$ cat config.mk
export PLATFORM = sky130hd
export DESIGN_NAME = pipe_drain_fifo
export DESIGN_NICKNAME = d
export VERILOG_FILES = /design/src/rtl/poly_arith_pkg.sv /design/src/rtl/delay_n.sv /design/src/rtl/pipe_drain_fifo.sv
export SDC_FILE = /design/constraint.sdc
export NUM_CORES = 1
export LEC_CHECK = 0
export CORE_MARGIN = 5
export CORE_UTILIZATION = 65
export CTS_BUF_LIST = sky130_fd_sc_hd__clkbuf_8
export CTS_CLUSTER_SIZE = 28
export DETAILED_ROUTE_END_ITERATION = 7
export HOLD_SLACK_MARGIN = 0.03
export PLACE_DENSITY_LB_ADDON = 0.05
export SLEW_MARGIN = 20
export SYNTH_ARGS = -nofsm -noshare
export SYNTH_HDL_FRONTEND = slang
export SYNTH_SLANG_ARGS = --single-unit
$ cat constraint.sdc
create_clock -name clk -period 5.45 [get_ports clk]
set_input_delay 1.635 -clock clk [delete_from_list [all_inputs] [get_ports clk]]
set_output_delay 1.635 -clock clk [all_outputs]
set_load 0.01 [all_outputs]
$ cat src/rtl/poly_arith_pkg.sv
// Shared arithmetic constants: coefficient width and err_o bit positions.
package poly_arith_pkg;

  localparam int COEFF_W = 12;

  localparam int ERR_W        = 3;
  localparam int ERR_ISSUE    = 0;
  localparam int ERR_OVERFLOW = 1;
  localparam int ERR_ALIGN    = 2;

endpackage

$ cat src/rtl/delay_n.sv
// Fixed-length delay line, DEPTH register stages of DWIDTH bits.
module delay_n #(
  parameter int DWIDTH = 1,
  parameter int DEPTH  = 1
) (
  input  logic              clk,
  input  logic              rst,
  input  logic [DWIDTH-1:0] d_i,
  output logic [DWIDTH-1:0] q_o
);

  logic [DWIDTH-1:0] sr_q [DEPTH];
  logic [DWIDTH-1:0] sr_d [DEPTH];

  always_comb begin
    sr_d[0] = d_i;
    for (int i = 1; i < DEPTH; i++) begin
      sr_d[i] = sr_q[i-1];
    end
  end

  always_ff @(posedge clk or negedge rst) begin
    if (!rst) begin
      for (int i = 0; i < DEPTH; i++) begin
        sr_q[i] <= '0;
      end
    end else begin
      sr_q <= sr_d;
    end
  end

  assign q_o = sr_q[DEPTH-1];

endmodule

$ cat src/rtl/pipe_drain_fifo.sv
// Credit-gated result FIFO behind a fixed-latency pipeline, with an issue
// shadow that flags results not matching an earlier issue.
module pipe_drain_fifo
  import poly_arith_pkg::*;
#(
  parameter int DWIDTH  = COEFF_W,
  parameter int LATENCY = 3,
  parameter int DEPTH   = 8
) (
  input  logic                       clk,
  input  logic                       rst,
  output logic                       issue_ready_o,
  input  logic                       issue_i,
  input  logic                       pipe_valid_i,
  input  logic [DWIDTH-1:0]          pipe_data_i,
  output logic                       m_valid_o,
  input  logic                       m_ready_i,
  output logic [DWIDTH-1:0]          m_data_o,
  output logic [$clog2(DEPTH+1)-1:0] level_o,
  output logic [ERR_W-1:0]           err_o
);

  localparam int LVL_W = $clog2(DEPTH + 1);
  localparam int PTR_W = (DEPTH > 1) ? $clog2(DEPTH) : 1;

  logic [DWIDTH-1:0] mem_q [DEPTH];
  logic [DWIDTH-1:0] mem_d [DEPTH];
  logic [PTR_W-1:0]  wr_ptr_q, wr_ptr_d;
  logic [PTR_W-1:0]  rd_ptr_q, rd_ptr_d;
  logic [LVL_W-1:0]  cnt_q, cnt_d;
  logic [LVL_W-1:0]  infl_q, infl_d;
  logic [ERR_W-1:0]  err_q, err_d;
  logic              rdy_en_q, rdy_en_d;

  logic [LVL_W:0] lvl_sum;
  logic           acc_issue;
  logic           pop;
  logic           full;
  logic           push;
  logic           drop;
  logic           infl_dec;
  logic           shadow_v;

  // Extra bit keeps the sum honest if a misbehaving pipeline overfills.
  assign lvl_sum       = {1'b0, cnt_q} + {1'b0, infl_q};
  assign issue_ready_o = rdy_en_q && (lvl_sum < (LVL_W+1)'(DEPTH));
  assign level_o       = (lvl_sum > (LVL_W+1)'(DEPTH)) ? LVL_W'(DEPTH) : lvl_sum[LVL_W-1:0];
  assign m_valid_o     = (cnt_q != '0);
  assign m_data_o      = mem_q[rd_ptr_q];
  assign err_o         = err_q;

  assign acc_issue = issue_i && issue_ready_o;
  assign pop       = m_valid_o && m_ready_i;
  assign full      = (cnt_q == LVL_W'(DEPTH));
  assign push      = pipe_valid_i && (!full || pop);
  assign drop      = pipe_valid_i && full && !pop;
  assign infl_dec  = pipe_valid_i && (infl_q != '0);

  delay_n #(
    .DWIDTH(1),
    .DEPTH (LATENCY)
  ) u_shadow (
    .clk (clk),
    .rst (rst),
    .d_i (acc_issue),
    .q_o (shadow_v)
  );

  always_comb begin
    mem_d    = mem_q;
    wr_ptr_d = wr_ptr_q;
    rd_ptr_d = rd_ptr_q;
    cnt_d    = cnt_q;
    infl_d   = infl_q;
    err_d    = err_q;
    rdy_en_d = 1'b1;

    if (push) begin
      mem_d[wr_ptr_q] = pipe_data_i;
      wr_ptr_d = (wr_ptr_q == PTR_W'(DEPTH-1)) ? '0 : wr_ptr_q + PTR_W'(1);
    end
    if (pop) begin
      rd_ptr_d = (rd_ptr_q == PTR_W'(DEPTH-1)) ? '0 : rd_ptr_q + PTR_W'(1);
    end

    if (push && !pop) begin
      cnt_d = cnt_q + LVL_W'(1);
    end else if (pop && !push) begin
      cnt_d = cnt_q - LVL_W'(1);
    end

    // A result with nothing in flight is already an align error; don't underflow.
    if (acc_issue && !infl_dec) begin
      infl_d = infl_q + LVL_W'(1);
    end else if (infl_dec && !acc_issue) begin
      infl_d = infl_q - LVL_W'(1);
    end

    if (shadow_v != pipe_valid_i) err_d[ERR_ALIGN]    = 1'b1;
    if (drop)                     err_d[ERR_OVERFLOW] = 1'b1;
    if (issue_i && !issue_ready_o) err_d[ERR_ISSUE]   = 1'b1;
  end

  always_ff @(posedge clk or negedge rst) begin
    if (!rst) begin
      for (int i = 0; i < DEPTH; i++) begin
        mem_q[i] <= '0;
      end
      wr_ptr_q <= '0;
      rd_ptr_q <= '0;
      cnt_q    <= '0;
      infl_q   <= '0;
      err_q    <= '0;
      rdy_en_q <= 1'b0;
    end else begin
      mem_q    <= mem_d;
      wr_ptr_q <= wr_ptr_d;
      rd_ptr_q <= rd_ptr_d;
      cnt_q    <= cnt_d;
      infl_q   <= infl_d;
      err_q    <= err_d;
      rdy_en_q <= rdy_en_d;
    end
  end

endmodule

-- Yosys cells after proc, flatten, opt, wreduce, memory -nomap -nowiden
Cells that the tools add are included.
- register bits: 117
- output and inout bits: 21
- logic and storage cells: 74
- add/sub/neg operators: 7
- order comparisons: 5
- equal/unequal tests: 4
- muxes and demuxes: 13
- bitwise logic cells: 2
- reduce and logical (&&, ||, !) cells: 24
- operator list (cell ; count):
    bitwise mux 96 bit ; 1
    binary-select mux 12 bit (select 3 bit) ; 1
    demux 12 bit (select 3 bit) ; 1
    2-to-1 mux 12 bit ; 3
    2-to-1 mux 4 bit ; 5
    logical AND 1 bit ; 13
    adder 4 x 1 -> 4 bit, second input constant ; 2
    >= comparator 4 bit, second input constant ; 2
    inverter 3 -> 4 bit ; 2
    nonzero test 4 bit ; 2
    subtractor 4 x 1 -> 4 bit, second input constant ; 2
    adder 3 x 1 -> 3 bit, second input constant ; 2
    equality test 3 bit, second input constant ; 2
    zero test 1 bit ; 6
    2-to-1 mux 3 bit ; 2
    adder 4 x 4 -> 5 bit ; 1
    > comparator 5 x 4 -> 1 bit, second input constant ; 1
    less-than comparator 5 x 4 -> 1 bit, second input constant ; 1
    equality test 4 bit, second input constant ; 1
    less-than comparator 4 x 1 -> 1 bit, second input constant ; 1
    nonzero test 2 bit ; 2
    logical OR 1 bit ; 1
    != test 1 bit ; 1

-- Longest topological paths before layout
- depth after elaboration: 8
- depth in mapped cells: 12

-- Cells and area by module
From an unflattened synthesis, not the netlist that was laid out.
- cells, all modules: 378
- area, all modules: 5853.1 µm²
- by module, submodules not included (module ; times used ; cells an instance ; area each (µm²)):
    pipe_drain_fifo ; 1 ; 375 ; 5778.0
    delay_n ; 1 ; 3 ; 75.1

-- Least setup slack after synthesis
No wires, ideal clock.
- path kind: input to register
- from: in m_ready_i
- to: reg cnt_q[3]
- data arrival time: 3.402 ns
- data required time: 5.319 ns
- slack: 1.917 ns
- stages on the path: 9
- cells stage by stage: nand2b_1 -> o21ai_1 -> inv_1 -> ha_1 -> inv_1 -> ha_1 -> or4_1 -> o211ai_1 -> o211ai_1
- cells in the longest elaborated chain, start to end: 6
- elaborated cells between the ends (all ways): 9
- those cells by class: mux (1); reduce/logical (8)
- RTL lines (item ; RTL line ; text):
    start: declaration ; pipe_drain_fifo.sv:17 ; input logic m_ready_i,
    logical AND 1 bit (*) ; pipe_drain_fifo.sv:53 ; assign pop = m_valid_o && m_ready_i;
    logical OR 1 bit (*) ; pipe_drain_fifo.sv:55 ; assign push = pipe_valid_i && (!full || pop);
    logical AND 1 bit (*) ; pipe_drain_fifo.sv:55 ;
    named net push ; pipe_drain_fifo.sv:39 ; logic push;
    zero test 1 bit ; pipe_drain_fifo.sv:88 ; end else if (pop && !push) begin
    logical AND 1 bit ; pipe_drain_fifo.sv:88 ;
    nonzero test 2 bit (no line) ; -- ;
    end signal: assignment ; pipe_drain_fifo.sv:119 ; cnt_q <= cnt_d;
    end: declaration ; pipe_drain_fifo.sv:30 ; logic [LVL_W-1:0] cnt_q, cnt_d;
The timed path passes the listed nets; every way through them passes the cells marked *.
A chain may end at the register's enable or synchronous reset.

-- Worst setup path in the final report
- from: reg cnt_q[0]
- to: out level_o[3]
- cells in the longest elaborated chain, start to end: 3
- RTL lines (item ; RTL line ; text):
    adder 4 x 4 -> 5 bit (*) ; pipe_drain_fifo.sv:45 ; assign lvl_sum = {1'b0, cnt_q} + {1'b0, infl_q};
    > comparator 5 x 4 -> 1 bit ; pipe_drain_fifo.sv:47 ; assign level_o = (lvl_sum > (LVL_W+1)'(DEPTH)) ? LVL_W'(DEPTH) : lvl_sum[LVL_W-1:0];
    2-to-1 mux 4 bit (*) ; pipe_drain_fifo.sv:47 ;
    end: declaration ; pipe_drain_fifo.sv:19 ; output logic [$clog2(DEPTH+1)-1:0] level_o,
Every way passes the cells marked *; elsewhere a longest branch is shown, timed or not.

==> metrics list <==
- Remaining global-route overflow: 0
- For this design, the CTS-stage hold fixing added 0 buffers.
- The die is 105 um wide.
- Post-route core utilization: between 70 and 80%
- Of all nets on the critical path, the largest fanout is 7.
- Number of flops mapped to enable cells by yosys: 0
- Hold violation count in the final report: 0
- Area share of the largest cell type after synthesis: 50.0%
* Mapped Cells: between 300 and 400
* Power per unit of standard cell area: about 700 nW/um^2
- Wire length of the first global-routing pass: 18.8 mm
- From synthesis to final layout, the design area changed by 16.6%.
- Core Footprint: 8760 um^2
- Post-route ant nets: 0
- Max Transition Viols Final: 0
* Overall die area: 11000 um^2
* Via density: about 6.3
- In this run, the number of DRC markers left after iteration 0 of detailed routing was 128.
- The design draws 4740 uW.
- CP Class: reg -> out
- Final antenna diode count: 0
- Deepest clock path buffer count: 2
* Synth async-reset ratio: 100%
- STA puts the critical path data arrival time at between 2 and 3 ns.
* Post-Layout Inst Area: 6820 um^2
- The H-tree was split into 4 levels.
* Post-synthesis instance area: ~5900 um^2
* Worst vdd ir: 0.000504 V
- For the worst-skew pair, the clock arrives at the later sink with an insertion delay of 0.42 ns.
- Static timing analysis puts the maximum clock frequency at roughly 220 MHz.
* CTS Root Cell: sky130_fd_sc_hd__clkbuf_8
* Nets in the synthesized netlist: 412
* Worst slew margin relative to its limit: 32.3%
* Total global-route track usage: 21.7%
- In this run the worst hold path is classified as reg -> reg.
- The tool flagged a number of max-cap violations equal to 0.
- Count of boundary I/O pins: 38
- Counting the buffers created by CTS gives 17.
* Slew at the pin closest to its max-slew limit: 1.02 ns
- Initial cell density of the core: 66.8%
* DRC: 0
- # rows: 34
- Post-CTS repair timing setup buffer count: 0
* Share of cells above drive strength 1: 44.1%
* Most used cells in the layout excluding fill and tap cells: sky130_fd_sc_hd__dfrtp_1, sky130_fd_sc_hd__mux2_2, sky130_fd_sc_hd__clkdlybuf4s50_1
* Nets: 459
* Flops & latches, synth: 117
- During placement, the flow inserted port buffers numbering 37.
* Leading register cell type out of synthesis: sky130_fd_sc_hd__dfrtp_1
- HPWL reported at the end of detailed placement: 7.31 mm
- In the final timing run, aggregate negative setup slack is 0 ns.
- Leading post-synthesis cells by cell area: sky130_fd_sc_hd__dfrtp_1, sky130_fd_sc_hd__mux2_2, sky130_fd_sc_hd__mux4_2, sky130_fd_sc_hd__mux2_4, sky130_fd_sc_hd__ha_1
- Leaving out fill and tap cells, the most frequent cell in the layout is sky130_fd_sc_hd__dfrtp_1.
- Maximum number of pins on one net before global-route repair: 53
* Height of the die: roughly 100 um
* Library cells used by synthesis: 42
* Number of endpoints failing setup at the final stage: 0
- The synthesized design spends more area on one cell type than any other, namely sky130_fd_sc_hd__dfrtp_1.
- After clock tree synthesis, the repair step resized 0 gates.
- STA classifies the critical path endpoint as an output pin.
* Unrepaired setup endpoints after global routing: false
- CP Data Required Time: 3.82 ns
* CTS tree: yes
- Summing over every cut layer, the via total after detailed routing is 3425.
* Clock transition time at the flip-flop clock pins of the worst setup and hold paths: 0.07 ns
- Final Skew: between 0.009 and 0.01 ns
- In this run the static leakage power is roughly 0.0029 uW.
- Number of sinks driven by the clock tree: about 120
* Portion of the post-synthesis area used by sequential elements: 50.0%
* Via count of the first global-routing pass: around 3600
* Synthesized area divided by synthesized cell count: 15.5 um^2
- Dividing the detail-routed wire length by the instance count gives 20.6 um.
- Subtracting the final worst setup slack from the clock period gives 4.53 ns.
* DP Area: 6310 um^2
- Run status: complete, no violations
- Post-Route WL: 11.3 mm
- Detailed Routing Iterations Pass 1: 4
- The worst setup path is launched from a flip-flop.
- Routability-driven placement finished with a final weighted congestion of around 0.77.
- Fin crit share: 83.2%
- For this run, the number of Yosys warnings is 0.
- Antenna violations before repair: 0
-- Yosys cell counts (2+ instances only) --
cell type	instances
sky130_fd_sc_hd__nor3_1	2
sky130_fd_sc_hd__inv_1	8
sky130_fd_sc_hd__nand2_1	5
sky130_fd_sc_hd__xnor2_1	5
sky130_fd_sc_hd__o21ai_1	4
sky130_fd_sc_hd__mux2_4	20
sky130_fd_sc_hd__o211ai_1	4
sky130_fd_sc_hd__clkbuf_1	6
sky130_fd_sc_hd__mux4_2	24
sky130_fd_sc_hd__o41ai_1	2
sky130_fd_sc_hd__nor4b_1	3
sky130_fd_sc_hd__dfrtp_1	117
sky130_fd_sc_hd__mux2i_1	2
sky130_fd_sc_hd__mux2_2	95
sky130_fd_sc_hd__ha_1	14
sky130_fd_sc_hd__nand3b_1	2
sky130_fd_sc_hd__nor2_1	3
sky130_fd_sc_hd__buf_6	3
sky130_fd_sc_hd__nor4_1	2
sky130_fd_sc_hd__or4_1	3
sky130_fd_sc_hd__o21ai_0	2
sky130_fd_sc_hd__nand2b_1	3
sky130_fd_sc_hd__or3_1	4
sky130_fd_sc_hd__buf_2	4
sky130_fd_sc_hd__nand3_1	6
sky130_fd_sc_hd__a21oi_1	7
sky130_fd_sc_hd__buf_4	5
sky130_fd_sc_hd__fa_1	3
sky130_fd_sc_hd__a2111o_1	4
sky130_fd_sc_hd__a2111oi_4	4
-- logic make-up (layout without fill, tap and decap cells) --
logic type,count (synthesis),after routing,synth area share (%)
AOI/OAI and AO/OA,30,30,5.02
xor gates and xnor gates,5,5,0.748
adders and majority gates,17,17,4.02
buffers and inverters,26,86,2.46
DFF,117,117,50.0
muxes,142,142,33.2
other,1,1,0.0641
and+or+nand+nor,40,40,4.49
-- path summary, 6_finish.rpt --
check,from,to,slack [ns],cells past startpoint
worst max-delay path,cnt_q[0],level_o[3],0.92,7
worst min register to register,u_shadow.sr_d[0],u_shadow.q_o,0.36,0
worst max register to register,cnt_q[0],infl_q[3],1.91,12
worst min-delay path,u_shadow.sr_d[0],u_shadow.q_o,0.36,0
min in group asynchronous,rst,mem_q[36],1.14,1
max in group asynchronous,rst,mem_q[89],3.35,2
-- stage by stage --
stage                     setup WS, ns  cells  hold slack, ns
after detailed placement          1.22    514           0.341
after CTS                        0.899    546           0.361
final                            0.917    546           0.359
after global placement            1.32    514           0.334
after global routing             0.758    546           0.375
after floorplan                   1.92    378           0.331
-- worst max-delay path, stage by stage (launching register included) --
cell and delay [ns]:
sky130_fd_sc_hd__dfrtp_1 0.53, sky130_fd_sc_hd__ha_1 0.26, sky130_fd_sc_hd__inv_1 0.06, sky130_fd_sc_hd__fa_1 0.40, sky130_fd_sc_hd__nand3_1 0.12, sky130_fd_sc_hd__a2bb2oi_1 0.40, sky130_fd_sc_hd__or3_1 0.18, sky130_fd_sc_hd__clkdlybuf4s50_1 0.53
-- power breakdown --
part           leakage (uW)  internal [uW]  switching [uW]
sequential          0.00140           1300             334
clock              0.000243            641             361
combinational       0.00123           1290             818
-- final cells by class --
| type | instances | area (um^2) |
|---|---|---|
| repair buffers | 46 | 435 |
| flip-flops and latches | 117 | 2930 |
| clock inverters | 15 | 277 |
| inverters | 8 | 30.0 |
| fillers | 517 | 1940 |
| clock buffers | 17 | 234 |
| well taps | 108 | 135 |
| multi-input cells | 235 | 2790 |
-- flip-flops by register name (all words and copies together) (netlist names) --
signal and cells:
mem_q 96, wr_ptr_q 3, u_shadow.sr_d 2, rdy_en_q 1, u_shadow.q_o 1, rd_ptr_q 3
cnt_q 4, err_o 3, infl_q 4
-- metal layers --
layer	part of all wire, %	vias up	GRT usage (%)
li1	-	1529	-
met1	46	1810	29.7
met2	50	70	34.6
met3	3.6	16	5.61
met4	1.2	0	6.48
met5	0	-	0
No activity file was read; power rests on OpenSTA's default activity.
